<file path="src/rtl/onchip_memory_copier.sv">
// Avalon-MM block FILL/COPY engine for a single-port on-chip RAM (s1), optional checksum via MEMORY_COPIER_CHECKSUM_EN.
// Latency: FILL N words -> done N+1 cycles after start; COPY N words -> done 3N+1 cycles; length 0 -> done after 1 cycle.
// Backpressure: none; the RAM slave has no waitrequest, start is ignored unless idle and not in the done cycle.
module onchip_memory_copier #(
  parameter int ADDR_W = 8,
  parameter int DATA_W = 32
) (
  input  logic                  clk,
  input  logic                  reset_n,
  input  logic                  start,
  input  logic                  op,
  input  logic [ADDR_W-1:0]     src,
  input  logic [ADDR_W-1:0]     dst,
  input  logic [ADDR_W:0]       length,
  input  logic [DATA_W-1:0]     fill_data,
  output logic                  busy,
  output logic                  done,
  output logic [DATA_W-1:0]     checksum,
  output logic [ADDR_W-1:0]     address,
  output logic [DATA_W/8-1:0]   byteenable,
  output logic                  chipselect,
  output logic                  write,
  output logic [DATA_W-1:0]     writedata,
  output logic                  clken,
  input  logic [DATA_W-1:0]     readdata
);

  typedef enum logic [2:0] {IDLE, FILL_WR, CP_RD, CP_CAP, CP_WR, DONE} state_t;

  localparam logic [ADDR_W-1:0] ONE_A = 1;
  localparam logic [ADDR_W:0]   ONE_C = 1;

  state_t              state_q;
  logic [ADDR_W-1:0]   src_q, dst_q, addr_q;
  logic [ADDR_W:0]     cnt_q;
  logic [DATA_W-1:0]   fill_q, wdata_q;
  logic                busy_q, done_q, cs_q, wr_q;

  logic [ADDR_W-1:0]   src_d, dst_d;
  logic [ADDR_W:0]     cnt_d;
  logic                last_d, accept_d;

  // Pointer/count next values; pointers wrap modulo the address space.
  assign src_d    = src_q + ONE_A;
  assign dst_d    = dst_q + ONE_A;
  assign cnt_d    = cnt_q - ONE_C;
  assign last_d   = (cnt_q == ONE_C);
  // A start landing in the done cycle is dropped so the caller sees a clean handshake.
  assign accept_d = (state_q == IDLE) && start && !done_q;

  assign busy       = busy_q;
  assign done       = done_q;
  assign address    = addr_q;
  assign chipselect = cs_q;
  assign write      = wr_q;
  assign writedata  = wdata_q;
  assign byteenable = '1;
  assign clken      = 1'b1;

  // Command FSM. Bus outputs are registered, so each state's access appears
  // on the bus in the cycle after that state. The read issued from CP_RD is
  // therefore returned by the RAM at the CP_WR edge, where it is registered
  // straight into writedata.
  always_ff @(posedge clk or negedge reset_n) begin
    if (!reset_n) begin
      state_q <= IDLE;
      src_q   <= '0;
      dst_q   <= '0;
      cnt_q   <= '0;
      fill_q  <= '0;
      addr_q  <= '0;
      wdata_q <= '0;
      busy_q  <= 1'b0;
      done_q  <= 1'b0;
      cs_q    <= 1'b0;
      wr_q    <= 1'b0;
    end else begin
      case (state_q)
        IDLE: begin
          done_q <= 1'b0;
          cs_q   <= 1'b0;
          wr_q   <= 1'b0;
          if (accept_d) begin
            src_q  <= src;
            dst_q  <= dst;
            cnt_q  <= length;
            fill_q <= fill_data;
            busy_q <= 1'b1;
            if (length == '0)  state_q <= DONE;
            else if (op)       state_q <= CP_RD;
            else               state_q <= FILL_WR;
          end
        end
        FILL_WR: begin
          cs_q    <= 1'b1;
          wr_q    <= 1'b1;
          addr_q  <= dst_q;
          wdata_q <= fill_q;
          dst_q   <= dst_d;
          cnt_q   <= cnt_d;
          if (last_d) state_q <= DONE;
        end
        CP_RD: begin
          cs_q    <= 1'b1;
          wr_q    <= 1'b0;
          addr_q  <= src_q;
          state_q <= CP_CAP;
        end
        CP_CAP: begin
          cs_q    <= 1'b0;
          wr_q    <= 1'b0;
          state_q <= CP_WR;
        end
        CP_WR: begin
          cs_q    <= 1'b1;
          wr_q    <= 1'b1;
          addr_q  <= dst_q;
          wdata_q <= readdata;
          src_q   <= src_d;
          dst_q   <= dst_d;
          cnt_q   <= cnt_d;
          state_q <= last_d ? DONE : CP_RD;
        end
        DONE: begin
          cs_q    <= 1'b0;
          wr_q    <= 1'b0;
          done_q  <= 1'b1;
          busy_q  <= 1'b0;
          state_q <= IDLE;
        end
        default: state_q <= IDLE;
      endcase
    end
  end

`ifdef MEMORY_COPIER_CHECKSUM_EN
  logic [DATA_W-1:0] cksum_q;

  // Wrapping sum of every word written; cleared when a command is accepted.
  always_ff @(posedge clk or negedge reset_n) begin
    if (!reset_n)                 cksum_q <= '0;
    else if (accept_d)            cksum_q <= '0;
    else if (state_q == FILL_WR)  cksum_q <= cksum_q + fill_q;
    else if (state_q == CP_WR)    cksum_q <= cksum_q + readdata;
  end

  assign checksum = cksum_q;
`else
  assign checksum = '0;
`endif

endmodule

</file>
<file path="config.mk">
export PLATFORM = sky130hd
export DESIGN_NAME = onchip_memory_copier
export DESIGN_NICKNAME = d
export VERILOG_FILES = /design/src/rtl/onchip_memory_copier.sv
export SDC_FILE = /design/constraint.sdc
export NUM_CORES = 1
export LEC_CHECK = 0
export BUFFER_PORTS_ARGS = -buffer_cell sky130_fd_sc_hd__buf_4
export CORE_MARGIN = 3
export CORE_UTILIZATION = 53
export CTS_BUF_LIST = sky130_fd_sc_hd__clkbuf_8
export CTS_CLUSTER_DIAMETER = 150
export DETAILED_ROUTE_END_ITERATION = 8
export GPL_ROUTABILITY_DRIVEN = 0
export MAX_ROUTING_LAYER = met4
export PLACE_DENSITY = 0.83
export SLEW_MARGIN = 5
export SYNTH_ARGS = -nofsm -noshare
export SYNTH_HDL_FRONTEND = slang
export SYNTH_SLANG_ARGS = --single-unit
</file>
<file path="constraint.sdc">
create_clock -name clk -period 1.95 [get_ports clk]
set_input_delay 0.0975 -clock clk [delete_from_list [all_inputs] [get_ports clk]]
set_output_delay 0.0975 -clock clk [all_outputs]
set_load 0.005 [all_outputs]
</file>
Word level (Yosys, flattened, before mapping)
Index checks and enable logic that the tools add are counted.

word-level totals
  output and inout bits = 81
  logic and storage cells = 62
  input port bits = 93
  flip-flop bits (word level) = 104

operators by class
  equal/unequal tests = 8
  add/subtract/negate cells = 3
  mux-type cells = 19
  reductions and logical operators = 21

operators with widths
  operator             count
  $pmux 32 s2          1
  $pmux 8 s2           3
  $pmux 9 s2           1
  $add 8x1->8 const B  2
  $mux 8               2
  $pmux 3 s5           1
  $reduce_bool 2->1    7
  $mux 3               4
  $reduce_and 2->1     5
  $eq 9x1->1 const B   1
  $logic_not 9->1      1
  $mux 9               1
  $sub 9x1->9 const B  1
  $pmux 1 s2           4
  $eq 3x2->1 const B   2
  $eq 3x3->1 const B   2
  $reduce_or 3->1      2
  $ne 2x2->1 const B   2
  $reduce_or 4->1      1
  $eq 3x1->1 const B   1
  $logic_not 3->1      1
  $logic_and 1x1->1    2
  $mux 2               1
  $reduce_or 2->1      1
  2 further kinds      2

Longest topological paths before layout
Gate-level depths: netlist (run 1).

  depth in word-level cells = 5
  gate-level depth with buffers = 7
  mapped depth without buffers = 6

Worst setup path before layout (run 1)
No wires, ideal clock.

  path kind = reg2reg
  from = register cnt_q[0]
  to = register cnt_q[6]
  period minus slack after synthesis = 1.656 ns
  setup time = 0.121 ns
  slack = 0.294 ns
  path buffers = 0
  arrival time = 1.535 ns
  cell stages (with the launch flop) = 7
  required time = 1.829 ns
  path through = dfrtp_1 > inv_1 > ha_1 > nor4b_1 > nor2b_1 > a31oi_1 > o22a_1

on the way
  longest elaborated chain between the ends = 2

RTL lines
  what                      RTL line  RTL
  start: declaration        35        logic [ADDR_W:0] cnt_q;
  start signal: assignment  86        cnt_q <= length;
  start signal: assignment  100       cnt_q <= cnt_d;
  start signal: assignment  121       cnt_q <= cnt_d;
  $sub 9x1->9               46        assign cnt_d = cnt_q - ONE_C;
  $pmux 9 s2                78        case (state_q)

No other way between the ends.
A chain may end at the register's enable or synchronous reset.

Final worst setup path (run 1)
  from = register state_q[1]
  to = register wdata_q[25], in the netlist writedata[25]

on the way
  longest elaborated chain between the ends = 2
  elaborated cells on any way between the ends = 4
  those cells by class = eq/ne: 2; mux: 1; reduce/logical: 1

RTL lines
  what                                                     RTL line  RTL
  start: declaration                                       33        state_t state_q;
  start signal: assignment                                 122       state_q <= last_d ? DONE : CP_RD;
  $eq 3x3->1 / $eq 3x1->1 (equally long branches)          78
  $pmux 32 s2 / $reduce_bool 2->1 (equally long branches)  --
  end signal: assignment                                   98        wdata_q <= fill_q;
  end signal: assignment                                   118       wdata_q <= readdata;
  end: declaration                                         36        logic [DATA_W-1:0] fill_q, wdata_q;

Parallel ways exist; a longest one is shown, timed or not.

==> flow_metrics.env, run 1 <==
export IMPL_final_fill_count=594
export IMPL_num_vias=4754
export IMPL_slew_limit_headroom_pct=63.6
export IMPL_netlist_top_cells_area="dfrtp_1 (49%), mux2_2 (6.8%), mux2i_1 (6.6%)"
export IMPL_core_area_um2=9460
export IMPL_ys_ff_latch=104
export IMPL_finalWirelength_um=15300
export IMPL_max_cap_violations=0
export IMPL_detailedRoute_firstPassIterationCount=5
export IMPL_dominantRegCellSynth="dfrtp_1"
export IMPL_worst_endpoint_required_ns=2.19
export IMPL_setup_total_negative_slack_ns=0
export IMPL_ant_nets=0
export IMPL_drc_errors=0
export IMPL_leakage_dissipation_uw=0.00323
export IMPL_report_final_slew_viol_count=0
export IMPL_dieHeight_um=106
export IMPL_die_width_um=106
export IMPL_first_iter_violations=207
export IMPL_post_synth_instance_area_um2=5280
export IMPL_timing_fmax_mhz=539
export IMPL_dp_worst_setup_slack_ns=0.0813
export IMPL_power_density_cell_area_nw_per_um2=1520
export IMPL_syn_avg_cell_area_um2=10.5
export IMPL_synth_largest_area_cell="dfrtp_1"
export IMPL_global_route_usage_met1_pct=34.8
export IMPL_timing_critical_path_from_type="flip-flop"
export IMPL_post_place_cells=758
export IMPL_max_slew_worst_pin_slew_ns=0.542
export IMPL_global_route_overflow_total=0
export IMPL_seqCellArea_um2=2600
export IMPL_cts_max_path_buffers=2
export IMPL_worst_endpoint_arrival_ns=2.09
export IMPL_portBuffers=136
export IMPL_design_portCount=174
export IMPL_final_critical_path_setup_slack_ns=0.0961
export IMPL_initial_utilization_pct=55.8
export IMPL_clock_sinks=104
export IMPL_post_synth_top_area_fraction_pct=49.3
export IMPL_clock_skew_ns=0.00784
export IMPL_final_cells=846
export IMPL_worst_setup_path_end_kind="flip-flop"
export IMPL_asyncSetResetFlopFracSynth_pct=100
export IMPL_insertedDiodeCount=0
export IMPL_min_delay_path_class="in -> reg"
export IMPL_maximum_vdd_ir_drop_mv=0.960
export IMPL_detail_route_vias_per_cell=5.62
export IMPL_grt_most_used_layer="met2"
export IMPL_timing_setup_critical_path_class="reg -> reg"
export IMPL_clkTransAtPathRegs_ns=0.09
export IMPL_post_cts_setup_buffer_count=0
export IMPL_finalHoldViolCount=0
export IMPL_yosysUniqueCellTypes=48
export IMPL_synth_enable_flop_cells=0
export IMPL_die_area_um2=11200
export IMPL_final_util_pct=77.4
export IMPL_grt_pass1_wl_um=25000
export IMPL_result_of_the_run="finished, final reports clean"
export IMPL_cts_root_buf="clkbuf_8"
export IMPL_hpwl_reported_at_the_end_of_detailed_placement_um=9330
export IMPL_grt_pass1_vias=4965
export IMPL_area_growth_syn_to_layout_pct=38.7
export IMPL_synth_seq_area_share_pct=49.3
export IMPL_min_period_over_period_pct=95.1
export IMPL_met3_usage_pct=6.43
export IMPL_share_of_cells_above_drive_strength_1_pct=29.7
export IMPL_grt_total_usage_pct=28.9
export IMPL_timing_final_setup_violations=0
export IMPL_synth_cells=504
export IMPL_clock_insertion_delay_worst_skew_ns=0.36
export IMPL_wire_per_inst_um=18.1
export IMPL_post_route_min_period_ns=1.85
export IMPL_antenna_violations_before_repair=0
export IMPL_timing_critical_path_fanout_max=17
export IMPL_tritoncts="done"
export IMPL_pin_count_of_the_biggest_net_entering_global_routing=44
export IMPL_core_rowCount=35
export IMPL_numCtsBuffers=9
export IMPL_multiInputGateArea_um2=2370
export IMPL_grtUsageMet2_pct=48.8
export IMPL_grt_setup_unrepaired="yes"
export IMPL_nNetsFinal=811
export IMPL_htreeDepth=3
export IMPL_ys_warn_count=0
## registers in the layout, summed over array words and instances, names as in the netlist
signal      flops
address         8
write           1
state_q         3
cnt_q           9
writedata      32
done            1
chipselect      1
dst_q           8
src_q           8
busy            1
fill_q         32
## metal layers
layer,wire length (um),vias up
li1,-,2166
met1,6070,2307
met3,1220,25
met2,7720,256
met4,277,0
met5,0,-
## cells in the mapped netlist, types with 4 or more instances
cell type,number
ha_1,4
o22ai_1,16
nor3b_1,4
mux2_2,32
clkbuf_1,5
buf_4,40
o21ai_0,47
nand2_1,51
o22a_1,7
a21oi_1,29
nor3_1,11
nor2_1,14
a221o_1,4
nand3_1,11
nor4_1,4
a31oi_1,11
o21a_1,4
nand4_1,4
buf_6,5
buf_2,15
mux2i_1,35
dfrtp_1,104
inv_1,6
## layout by cell type, fill, tap and decap left out, drive strengths merged, types with 15 or more instances in the layout
cell type,count
buf,155
dfrtp,104
dlygate4sd3,74
nand2,51
o21ai,50
conb,37
mux2i,35
mux2,32
a21oi,29
o22ai,16
nor2,15
## final timing paths
kind,from,cells past startpoint,slack (ns),endpoint
max reg2reg,state_q[1]$_DFFE_PN0P_,4,0.1,writedata[25]$_DFFE_PN0N_
min reg2reg,fill_q[4]$_DFFE_PN0P_,1,0.52,fill_q[4]$_DFFE_PN0P_
min,src[7],3,0.02,src_q[7]$_DFFE_PN0P_
min in group asynchronous,reset_n,2,0.18,dst_q[4]$_DFFE_PN0P_
max in group asynchronous,reset_n,3,1.15,address[2]$_DFFE_PN0P_
max,state_q[1]$_DFFE_PN0P_,4,0.1,writedata[25]$_DFFE_PN0N_
## report_power, final
part / internal, uW / switching (uW) / total [uW] / leakage [uW]
Sequential: 3290 / 1000 / 4290 / 0.00122
Clock: 752 / 733 / 1480 / 0.000109
Combinational: 2760 / 2600 / 5360 / 0.00191
## per-stage QoR
stage          total power, uW  cell area (um^2)  hold slack, ns
2_1_floorplan             7500              5410          -0.198
3_3_place_gp              9010              6340          0.0488
3_5_place_dp              9300              6340          0.0519
4_1_cts                  10900              7300          0.0156
5_1_grt                  11900              7320          0.0295
6_report                 11100              7320          0.0246
## cell families after synthesis
group	Yosys count	share of synthesized area, %
xor+xnor	1	0.166
flops	104	49.3
simple gates	118	10.9
fa+ha+maj	5	1.14
mux	67	13.5
compound gates	136	15.9
buf+inv	71	8.96
other cells	2	0.142
## layout make-up
| class | instances | share of cell area [%] |
|---|---|---|
| Sequential cell | 104 | 35.6 |
| Inverter | 6 | 0.308 |
| Multi-Input combinational cell | 364 | 32.4 |
| Timing Repair Buffer | 229 | 26.6 |
| Clock inverter | 4 | 1.06 |
| Tap cell | 129 | 2.20 |
| Clock buffer | 10 | 1.88 |
## worst max-delay path, cell delays in order (launching register included)
cell and delay (ns):
dfrtp_1 0.57, nor3b_4 0.40, buf_4 0.35, mux2i_1 0.27, o21ai_0 0.13
## what timing repair did
| item | in CTS | in global routing |
|---|---|---|
| endpoints found under the setup margin | 0 | 21 |
| hold endpoints to repair | 98 | 0 |
| resized for setup | 0 | 6 |
| hold buffers | 74 | 0 |
No activity file was read; power rests on OpenSTA's default activity.
==> run 2: changes to the inputs <==
CORE_UTILIZATION = 41   (was 53)
PLACE_DENSITY = 0.67   (was 0.83)
clock period = 2.15 ns   (was 1.95 ns; I/O delays follow)
==> run 2 against run 1 <==
Against the previous run:
- critical path depth stayed put
- setup slack better by 0.050 ns
- fmax is 7.5% lower
- cell count grew 4.1%
- worst hold slack improved by 0.0044 ns
- via count decreased by 3.6%
- count of clock-buffer cells in the layout shrank 1
- clock power is 26% lower
- routed wire length decreased by 3.4%
- global-route usage decreased by 7.5 points
- highest routed layer unchanged
==> flow_metrics.env, run 2 (synthesized netlist as in run 1, its figures left out) <==
export IMPL_result_of_the_run="finished, final reports clean"
export IMPL_detail_route_vias_per_cell=5.20
export IMPL_global_route_overflow_total=0
export IMPL_dieHeight_um=119
export IMPL_cellInternalPower_uw=5790
export IMPL_min_period_over_period_pct=93.2
export IMPL_fraction_of_power_consumed_by_combinational_cells_pct=48.4
export IMPL_slew_limit_headroom_pct=59.3
export IMPL_max_slew_worst_pin_slew_ns=0.606
export IMPL_timing_fmax_mhz=499
export IMPL_nNetsFinal=805
export IMPL_clock_skew_ns=0.0111
export IMPL_clock_sinks=104
export IMPL_numCtsBuffers=9
export IMPL_leading_cell_types_in_the_layout_fill_and_taps_excluded="buf_4 (146), dfrtp_1 (104), dlygate4sd3_1 (75)"
export IMPL_finalHoldViolCount=0
export IMPL_core_area_um2=12300
export IMPL_worst_endpoint_arrival_ns=2.27
export IMPL_report_final_slew_viol_count=0
export IMPL_post_cts_setup_buffer_count=0
export IMPL_antenna_violations_before_repair=0
export IMPL_min_delay_path_class="in -> reg"
export IMPL_detailedRoute_firstPassIterationCount=4
export IMPL_grt_pass1_wl_um=24000
export IMPL_worst_endpoint_required_ns=2.42
export IMPL_final_util_pct=58.8
export IMPL_maximum_vdd_ir_drop_mv=0.711
export IMPL_timing_final_setup_violations=0
export IMPL_wire_per_inst_um=16.8
export IMPL_timing_critical_path_fanout_max=35
export IMPL_design_portCount=174
export IMPL_num_vias=4583
export IMPL_finalWirelength_um=14800
export IMPL_first_iter_violations=319
export IMPL_cts_max_path_buffers=2
export IMPL_drc_errors=0
export IMPL_setup_total_negative_slack_ns=0
export IMPL_max_cap_violations=0
export IMPL_layout_commonest_cell="buf_4"
export IMPL_share_of_cells_above_drive_strength_1_pct=28.8
export IMPL_clock_insertion_delay_worst_skew_ns=0.38
export IMPL_cts_hold_repair_buffers=75
export IMPL_swShare_pct=39.6
export IMPL_htreeDepth=3
export IMPL_clkTransAtPathRegs_ns=0.09
export IMPL_pin_count_of_the_biggest_net_entering_global_routing=63
export IMPL_ant_nets=0
export IMPL_timing_critical_path_from_type="flip-flop"
export IMPL_power_share_sequential_pct=40.1
export IMPL_grt_setup_unrepaired="no"
export IMPL_initial_utilization_pct=42.9
export IMPL_finalInstanceArea_um2=7240
export IMPL_post_route_min_period_ns=2.00
export IMPL_cts_root_buf="clkbuf_8"
export IMPL_grt_total_usage_pct=21.5
export IMPL_post_cts_resized_instances=0
export IMPL_die_area_um2=14300
export IMPL_grt_pass1_vias=4792
export IMPL_tritoncts="done"
export IMPL_timing_setup_critical_path_class="reg -> reg"
export IMPL_insertedDiodeCount=0
export IMPL_placed_area_um2=6320
export IMPL_worst_setup_path_end_kind="flip-flop"
export IMPL_hpwl_reported_at_the_end_of_detailed_placement_um=9770
export IMPL_leakage_dissipation_uw=0.00317
export IMPL_portBuffers=136
export IMPL_core_rowCount=40
export IMPL_die_width_um=119
export IMPL_area_growth_syn_to_layout_pct=37.2
export IMPL_power_net_switching_uw=3790
export IMPL_power_density_cell_area_nw_per_um2=1320
export IMPL_power_share_clock_pct=11.5
run 2: changes by cell type in the layout (fill, tap and decap cells not counted), moves of 2 or more:
| cell | delta |
|---|---|
| nor3b_2 | +2 |
| bufinv_16 | -2 |
| buf_4 | -4 |
| nor3b_4 | -2 |
| buf_6 | -2 |
| clkinv_2 | +2 |
| clkinvlp_4 | +2 |
run 2: final timing paths:
check | startpoint | endpoint | slack [ns] | depth (start not counted)
min in group asynchronous | reset_n | fill_q[24]$_DFFE_PN0P_ | 0.26 | 2
worst min-delay path | src[7] | src_q[7]$_DFFE_PN0P_ | 0.03 | 3
worst max-delay path | state_q[2]$_DFFE_PN0P_ | fill_q[7]$_DFFE_PN0P_ | 0.15 | 4
worst min register to register | fill_q[21]$_DFFE_PN0P_ | fill_q[21]$_DFFE_PN0P_ | 0.52 | 1
max in group asynchronous | reset_n | writedata[19]$_DFFE_PN0N_ | 1.16 | 3
worst max register to register | state_q[2]$_DFFE_PN0P_ | fill_q[7]$_DFFE_PN0P_ | 0.15 | 4
run 2: critical path, stage by stage, from the launching register on:
cell and delay [ns]:
dfrtp_1 0.52, or2_4 0.38, nor3_4 0.31, buf_12 0.28, mux2_2 0.38
run 2: power groups by stage:
| stage | combinational [uW] | clock (uW) | sequential (uW) |
|---|---|---|---|
| after CTS | 4630 | 1150 | 3820 |
| after global routing | 5140 | 1230 | 3980 |
| final | 4640 | 1100 | 3840 |
| after global placement | 4350 | 0 | 3800 |
| after floorplan | 3190 | 0 | 3610 |
| after detailed placement | 4530 | 0 | 3840 |
run 2: stage by stage:
| stage | power [uW] | std cells | worst slack (ns) | hold slack, ns |
|---|---|---|---|---|
| floorplan | 6800 | 539 | 0.494 | -0.188 |
| global placement | 8150 | 790 | 0.223 | 0.138 |
| detailed placement | 8370 | 790 | 0.157 | 0.143 |
| CTS | 9600 | 881 | 0.158 | 0.00637 |
| global route | 10400 | 881 | 0.0359 | 0.0148 |
| finish | 9580 | 881 | 0.147 | 0.0290 |
run 2: metal layers:
metal  vias up  routed length [um]  global-route usage, %
li1       2149                   -                      -
met4         0                 263                   5.51
met2       184                7350                   36.3
met5         -                   0                      -
met1      2230                6100                   25.1
met3        20                1050                   6.46
run 2: cell type report:
class | count | area, um^2
timing repair buffer | 223 | 1890
multi-input combinational | 364 | 2350
sequential | 104 | 2600
tap | 168 | 210
fill | 1066 | 5070
clock inverter | 7 | 46.3
clock buffer | 9 | 124
inverter | 6 | 22.5
